### src/rtl/wb_pbtn_pkg.sv
// Shared definitions for the Wishbone push-button debouncer.
// Holds register word indices and the debounce counter width helper.
package wb_pbtn_pkg;

    typedef enum logic [2:0] {
        REG_STATE      = 3'd0,
        REG_RAW        = 3'd1,
        REG_IRQ_EN     = 3'd2,
        REG_IRQ_STATUS = 3'd3
    } reg_idx_e;

    // Bits needed to count 0 .. cycles-1.
    function automatic int unsigned cnt_width(input int unsigned cycles);
        return (cycles <= 2) ? 1 : $clog2(cycles);
    endfunction

endpackage

### src/rtl/pbtn_debounce_cell.sv
// One push-button: 2-flop synchronizer, stability counter, stable bit.
// Ports: clk_i, rst_ni (sync, active-low), btn_i (async level),
//        raw_o (synchronized level), stable_o (debounced level),
//        rise_o (pulse in the cycle stable_o is about to go 0->1).
module pbtn_debounce_cell
    import wb_pbtn_pkg::*;
#(
    parameter int DB_CYCLES = 100000
) (
    input  logic clk_i,
    input  logic rst_ni,
    input  logic btn_i,
    output logic raw_o,
    output logic stable_o,
    output logic rise_o
);

    localparam int unsigned CW = cnt_width(DB_CYCLES);
    localparam logic [CW-1:0] CNT_LAST = CW'(DB_CYCLES - 1);

    logic [1:0]    sync_q;
    logic [CW-1:0] cnt_q, cnt_d;
    logic          stable_q, stable_d;

    assign raw_o    = sync_q[1];
    assign stable_o = stable_q;

    always_comb begin
        cnt_d    = cnt_q;
        stable_d = stable_q;
        rise_o   = 1'b0;
        if (raw_o == stable_q) begin
            cnt_d = '0;
        end else if (cnt_q == CNT_LAST) begin
            // Differed for DB_CYCLES consecutive cycles: accept it.
            stable_d = raw_o;
            cnt_d    = '0;
            rise_o   = raw_o;
        end else begin
            cnt_d = cnt_q + CW'(1);
        end
    end

    always_ff @(posedge clk_i) begin
        if (!rst_ni) begin
            sync_q   <= '0;
            cnt_q    <= '0;
            stable_q <= 1'b0;
        end else begin
            sync_q   <= {sync_q[0], btn_i};
            cnt_q    <= cnt_d;
            stable_q <= stable_d;
        end
    end

endmodule

### src/rtl/wb_pbtn_debounce.sv
// Wishbone slave exposing NUM_BTN debounced push-buttons and an IRQ.
// Ports: wb_clk_i, wb_rst_i (sync, active-low), Wishbone request
//        wb_adr_i/dat_i/sel_i/we_i/cyc_i/stb_i/cti_i/bte_i, response
//        wb_dat_o/ack_o/err_o/rty_o, btn_i (raw buttons), irq_o.
// Macro PBTN_IRQ_EN builds the IRQ_EN/IRQ_STATUS registers and irq_o;
// without it those registers read 0 and irq_o is tied low.
module wb_pbtn_debounce
    import wb_pbtn_pkg::*;
#(
    parameter int NUM_BTN   = 5,
    parameter int DB_CYCLES = 100000
) (
    input  logic               wb_clk_i,
    input  logic               wb_rst_i,
    input  logic [5:0]         wb_adr_i,
    input  logic [31:0]        wb_dat_i,
    input  logic [3:0]         wb_sel_i,
    input  logic               wb_we_i,
    input  logic               wb_cyc_i,
    input  logic               wb_stb_i,
    input  logic [2:0]         wb_cti_i,
    input  logic [1:0]         wb_bte_i,
    output logic [31:0]        wb_dat_o,
    output logic               wb_ack_o,
    output logic               wb_err_o,
    output logic               wb_rty_o,
    input  logic [NUM_BTN-1:0] btn_i,
    output logic               irq_o
);

    logic [NUM_BTN-1:0] raw, stable, rise;
    logic [NUM_BTN-1:0] en_rd, sts_rd, rd_v;
    logic [2:0]         idx;
    logic               req, wr;
    logic               ack_q, ack_d;
    logic [31:0]        dat_q, dat_d;

    for (genvar g = 0; g < NUM_BTN; g++) begin : g_cell
        pbtn_debounce_cell #(
            .DB_CYCLES(DB_CYCLES)
        ) u_cell (
            .clk_i   (wb_clk_i),
            .rst_ni  (wb_rst_i),
            .btn_i   (btn_i[g]),
            .raw_o   (raw[g]),
            .stable_o(stable[g]),
            .rise_o  (rise[g])
        );
    end

    assign idx = wb_adr_i[4:2];
    assign req = wb_cyc_i & wb_stb_i & ~ack_q;
    // Write lands on the edge closing the ack cycle, once per access.
    assign wr  = ack_q & wb_cyc_i & wb_stb_i & wb_we_i & wb_sel_i[0];

`ifdef PBTN_IRQ_EN
    logic [NUM_BTN-1:0] en_q, en_d, sts_q, sts_d;

    always_comb begin
        en_d  = en_q;
        sts_d = sts_q | rise;
        if (wr && idx == REG_IRQ_EN) begin
            en_d = wb_dat_i[NUM_BTN-1:0];
        end
        if (wr && idx == REG_IRQ_STATUS) begin
            // A fresh edge wins over a simultaneous clear.
            sts_d = (sts_q & ~wb_dat_i[NUM_BTN-1:0]) | rise;
        end
    end

    always_ff @(posedge wb_clk_i) begin
        if (!wb_rst_i) begin
            en_q  <= '0;
            sts_q <= '0;
        end else begin
            en_q  <= en_d;
            sts_q <= sts_d;
        end
    end

    assign en_rd  = en_q;
    assign sts_rd = sts_q;
    assign irq_o  = |(sts_q & en_q);
`else
    assign en_rd  = '0;
    assign sts_rd = '0;
    assign irq_o  = 1'b0;
`endif

    always_comb begin
        rd_v = '0;
        unique case (idx)
            REG_STATE:      rd_v = stable;
            REG_RAW:        rd_v = raw;
            REG_IRQ_EN:     rd_v = en_rd;
            REG_IRQ_STATUS: rd_v = sts_rd;
            default:        rd_v = '0;
        endcase
    end

    assign ack_d = req;
    assign dat_d = req ? 32'(rd_v) : 32'h0;

    always_ff @(posedge wb_clk_i) begin
        if (!wb_rst_i) begin
            ack_q <= 1'b0;
            dat_q <= '0;
        end else begin
            ack_q <= ack_d;
            dat_q <= dat_d;
        end
    end

    assign wb_ack_o = ack_q;
    assign wb_dat_o = dat_q;
    assign wb_err_o = 1'b0;
    assign wb_rty_o = 1'b0;

    // Bus bits with no function here (bursts run as classic cycles).
    logic unused_ok;
    assign unused_ok = ^{wb_dat_i, wb_sel_i, wb_cti_i, wb_bte_i,
                         wb_adr_i[5], wb_adr_i[1:0], wb_we_i, rise};

endmodule

### config.mk
export PLATFORM = sky130hd
export DESIGN_NAME = wb_pbtn_debounce
export DESIGN_NICKNAME = d
export VERILOG_FILES = /design/src/rtl/wb_pbtn_pkg.sv /design/src/rtl/pbtn_debounce_cell.sv /design/src/rtl/wb_pbtn_debounce.sv
export SDC_FILE = /design/constraint.sdc
export NUM_CORES = 1
export LEC_CHECK = 0
export BUFFER_PORTS_ARGS = -buffer_cell sky130_fd_sc_hd__buf_2
export CAP_MARGIN = 15
export CORE_ASPECT_RATIO = 0.6
export CORE_MARGIN = 8
export CORE_UTILIZATION = 55
export CTS_CLUSTER_SIZE = 12
export DETAILED_ROUTE_END_ITERATION = 10
export GPL_ROUTABILITY_DRIVEN = 0
export MAX_ROUTING_LAYER = met4
export PLACE_DENSITY = 0.8
export SLEW_MARGIN = 20
export SYNTH_ARGS = -nofsm -noshare
export SYNTH_HDL_FRONTEND = slang
export SYNTH_SLANG_ARGS = --single-unit
### constraint.sdc
create_clock -name wb_clk_i -period 2.2 [get_ports wb_clk_i]
set_clock_uncertainty 0.1 [all_clocks]
set_input_delay 0.22 -clock wb_clk_i [delete_from_list [all_inputs] [get_ports wb_clk_i]]
set_output_delay 0.22 -clock wb_clk_i [all_outputs]
set_load 0.02 [all_outputs]
==> results.md <==
- Longest Clk Path Bufs: 2
- Outcome: finished, final reports clean
- Die Y: about 90 um
- Top cells by area, synth: dfxtp_1 44%, xnor2_1 7.7%, nor2_1 6.9%
- First-pass GRT wire length: 15.3 mm
- Post-synth top area share: 44.4%
- Top FF cell, synth: dfxtp_1
- Synthesized instance count: 530
- Hold Path Origin: btn_i[2]
- CTS tree: built
- Drt wl/cell: between 10 and 15 um
- Maximum vdd drop: 540 uV
- WS Path Type: reg -> reg
- RSZ-0062 raised after global routing: no
- Most common cell after layout, fill and taps aside: dfxtp_1
- Row count: 26
- CP Cell Sequence: ha_1 -> nand4_1 -> nor4_2 -> or2_1 -> buf_4 -> nor2_1
- Vias in the first global route: approximately 3400
- DRC: 0
- Filler cells: 730
- Number of setup buffers added after CTS: 0
- Non-filler cells, final: ~670
- DRT Wirelength: roughly 9 mm
- GR Overflow Total: 0
- Netlist cell types: 40
- TritonCTS buffer count: 9
- Clk sinks: between 100 and 150
- Final HPWL DP: 6.47 mm
- Total power draw: ~3600 uW
- Initial drt markers: roughly 220
- Gates resized, CTS repair: 0
- #FFs+latches synth: roughly 110
- Crit-path leading delay family: simple AND/OR/NAND/NOR gates
- Core ar.: between 0.008 and 0.009 mm2
- Crit Path Max Fanout: 15
- Placed Cells: about 650
- Period utilization: slightly above 90%
- Share of layout cells above drive strength 1: about 7.9%
- Root Driver: clkbuf_16
- Post-synth EDFFs: 0
- Total Routing Usage GR: 16.1%
- Crit path DAT: ~2.2 ns
- Yosys warns: 0
- Die span in x: 136 um
- Commonest cells after routing, fill and taps aside: 106 x dfxtp_1, 88 x nor2_1, 42 x xnor2_1, 35 x nand3_1, 32 x xor2_1
- Initial antenna violation count: 0
- Fmax: slightly below 500 MHz
- Via Count: 3569
- Pleak: roughly 0.0017 uW
- Largest net degree at the start of global routing: 24
- Leading area contributor after synthesis: dfxtp_1
- Ys async rst share: 0%
- Cell Area, Synth: 0.00478 mm2
- Slowest CP cell: nor4_2
- Worst path max stage delay: 0.46 ns
- Slew Limit Fails: 0
- Die Footprint: between 0.01 and 0.015 mm2
- Nets: about 600
- Clk pin slew, worst setup/hold paths: ~0.070 ns
- Clock latency on the worst-skew pair: 0.34 ns
- First-pass iteration count of the detailed router: 4
- Fin util: 60.8%
- PortBufs: 17
- Final min period: about 2 ns
- Bufs and invs on worst path: 1
- Fin. Hold Viols: 0
- Final setup TNS: 0 ns
- Ant. Diodes: 0
- Final setup violation count: 0
- ANT nets after route: 0
- Layout area overhead: 7.92%
- I/O pin count: between 90 and 100
- Vias per cell: ~5.4
- Share of the yosys chip area belonging to registers: 44.4%
- WP data required: around 2.3 ns
- Crit end category: flop
- MaxCap Viol Count: 0
- Worst r2r src: g_cell[0].u_cell.cnt_q[0]
- Worst setup SP type: flop
- Worst setup path startpoint: g_cell[0].u_cell.cnt_q[0]
- Syn_area_per_cell: 9.03 um2
- HP Class: in -> reg
- Starting Density: ~56%
- # H-tree levels: 3
- Power density cells: between 700 and 800 mW/mm2
==> cell type report <==
type / count / area, um2 / area share (%)
Clock inverter: 4 / 51.3 / 0.993
Timing Repair Buffer: 26 / 175 / 3.39
Inverter: 14 / 52.6 / 1.02
Tap cell: 112 / 140 / 2.71
Clock buffer: 11 / 243 / 4.70
Sequential cell: 106 / 2120 / 41.1
Multi-Input combinational cell: 393 / 2380 / 46.1
==> cell families after synthesis <==
group | synth area share (%)
other | 0.0784
AO/OA/AOI/OAI | 1.60
buffers and inverters | 8.18
multiplexers | 2.09
AND/OR/NAND/NOR | 28.8
flip-flops | 44.4
XOR/XNOR | 13.5
adder cells (fa/ha/maj) | 1.31
==> metal layers <==
| layer | GRT usage (%) | up-vias | part of all wire (%) | wire length (um) |
|---|---|---|---|---|
| met4 | 5.45 | 0 | 1.3 | 119 |
| met3 | 4.65 | 14 | 5.6 | 509 |
| met5 | - | - | 0 | 0 |
| li1 | - | 1789 | - | - |
| met2 | 25.6 | 87 | 47 | 4280 |
| met1 | 19.3 | 1679 | 46 | 4150 |
==> flip-flops by register name (all words and copies together) (netlist names) <==
name and cells:
g_cell.u_cell.cnt_q 85, g_cell.u_cell.stable_o 5, g_cell.u_cell.sync_q 10, wb_ack_o 1, wb_dat_o 5
==> worst paths after layout <==
| kind | slack, ns | to | cells after the start |
|---|---|---|---|
| worst max-delay path | 0.16 | g_cell[0].u_cell.cnt_q[9] | 6 |
| worst min register to register | 0.34 | g_cell[0].u_cell.sync_q[1] | 1 |
| worst max register to register | 0.16 | g_cell[0].u_cell.cnt_q[9] | 6 |
| worst min-delay path | 0.008 | g_cell[2].u_cell.sync_q[0] | 2 |
==> power by group <==
group / internal (uW) / total [uW] / switching [uW] / leakage (uW)
Combinational: 28.5 / 107 / 79.0 / 0.000726
Clock: 909 / 1580 / 668 / 0.000142
Sequential: 1930 / 1940 / 8.24 / 0.000856
==> per-stage QoR <==
stage          cell area, um2  worst slack (ns)  hold slack, ns
2_1_floorplan            4890             0.343           0.247
3_5_place_dp             4830             0.216           0.321
6_report                 5160             0.157         0.00799
4_1_cts                  5160             0.176          0.0108
5_1_grt                  5160            0.0307         0.00359
3_3_place_gp             4830             0.279           0.320
==> synth_stat cells (all sizes together), types with 4 or more instances <==
master and count:
dfxtp 106, nor2 88, xnor2 42, buf 40
nand3 35, xor2 32, nand2 25, nand4 22
nor4 21, inv 14, and2 12, nor3 12
mux2i 10, and4 8, and3 7, a21oi 6
clkbuf 6, ha 5, or2 5, or4 5
nor2b 4, or3 4
==> timing repair <==
item	in CTS	in global routing
hold endpoints to repair	4	0
setup endpoints to repair	0	0
hold buffers	4	0
Power figures use the tool's default switching activity.
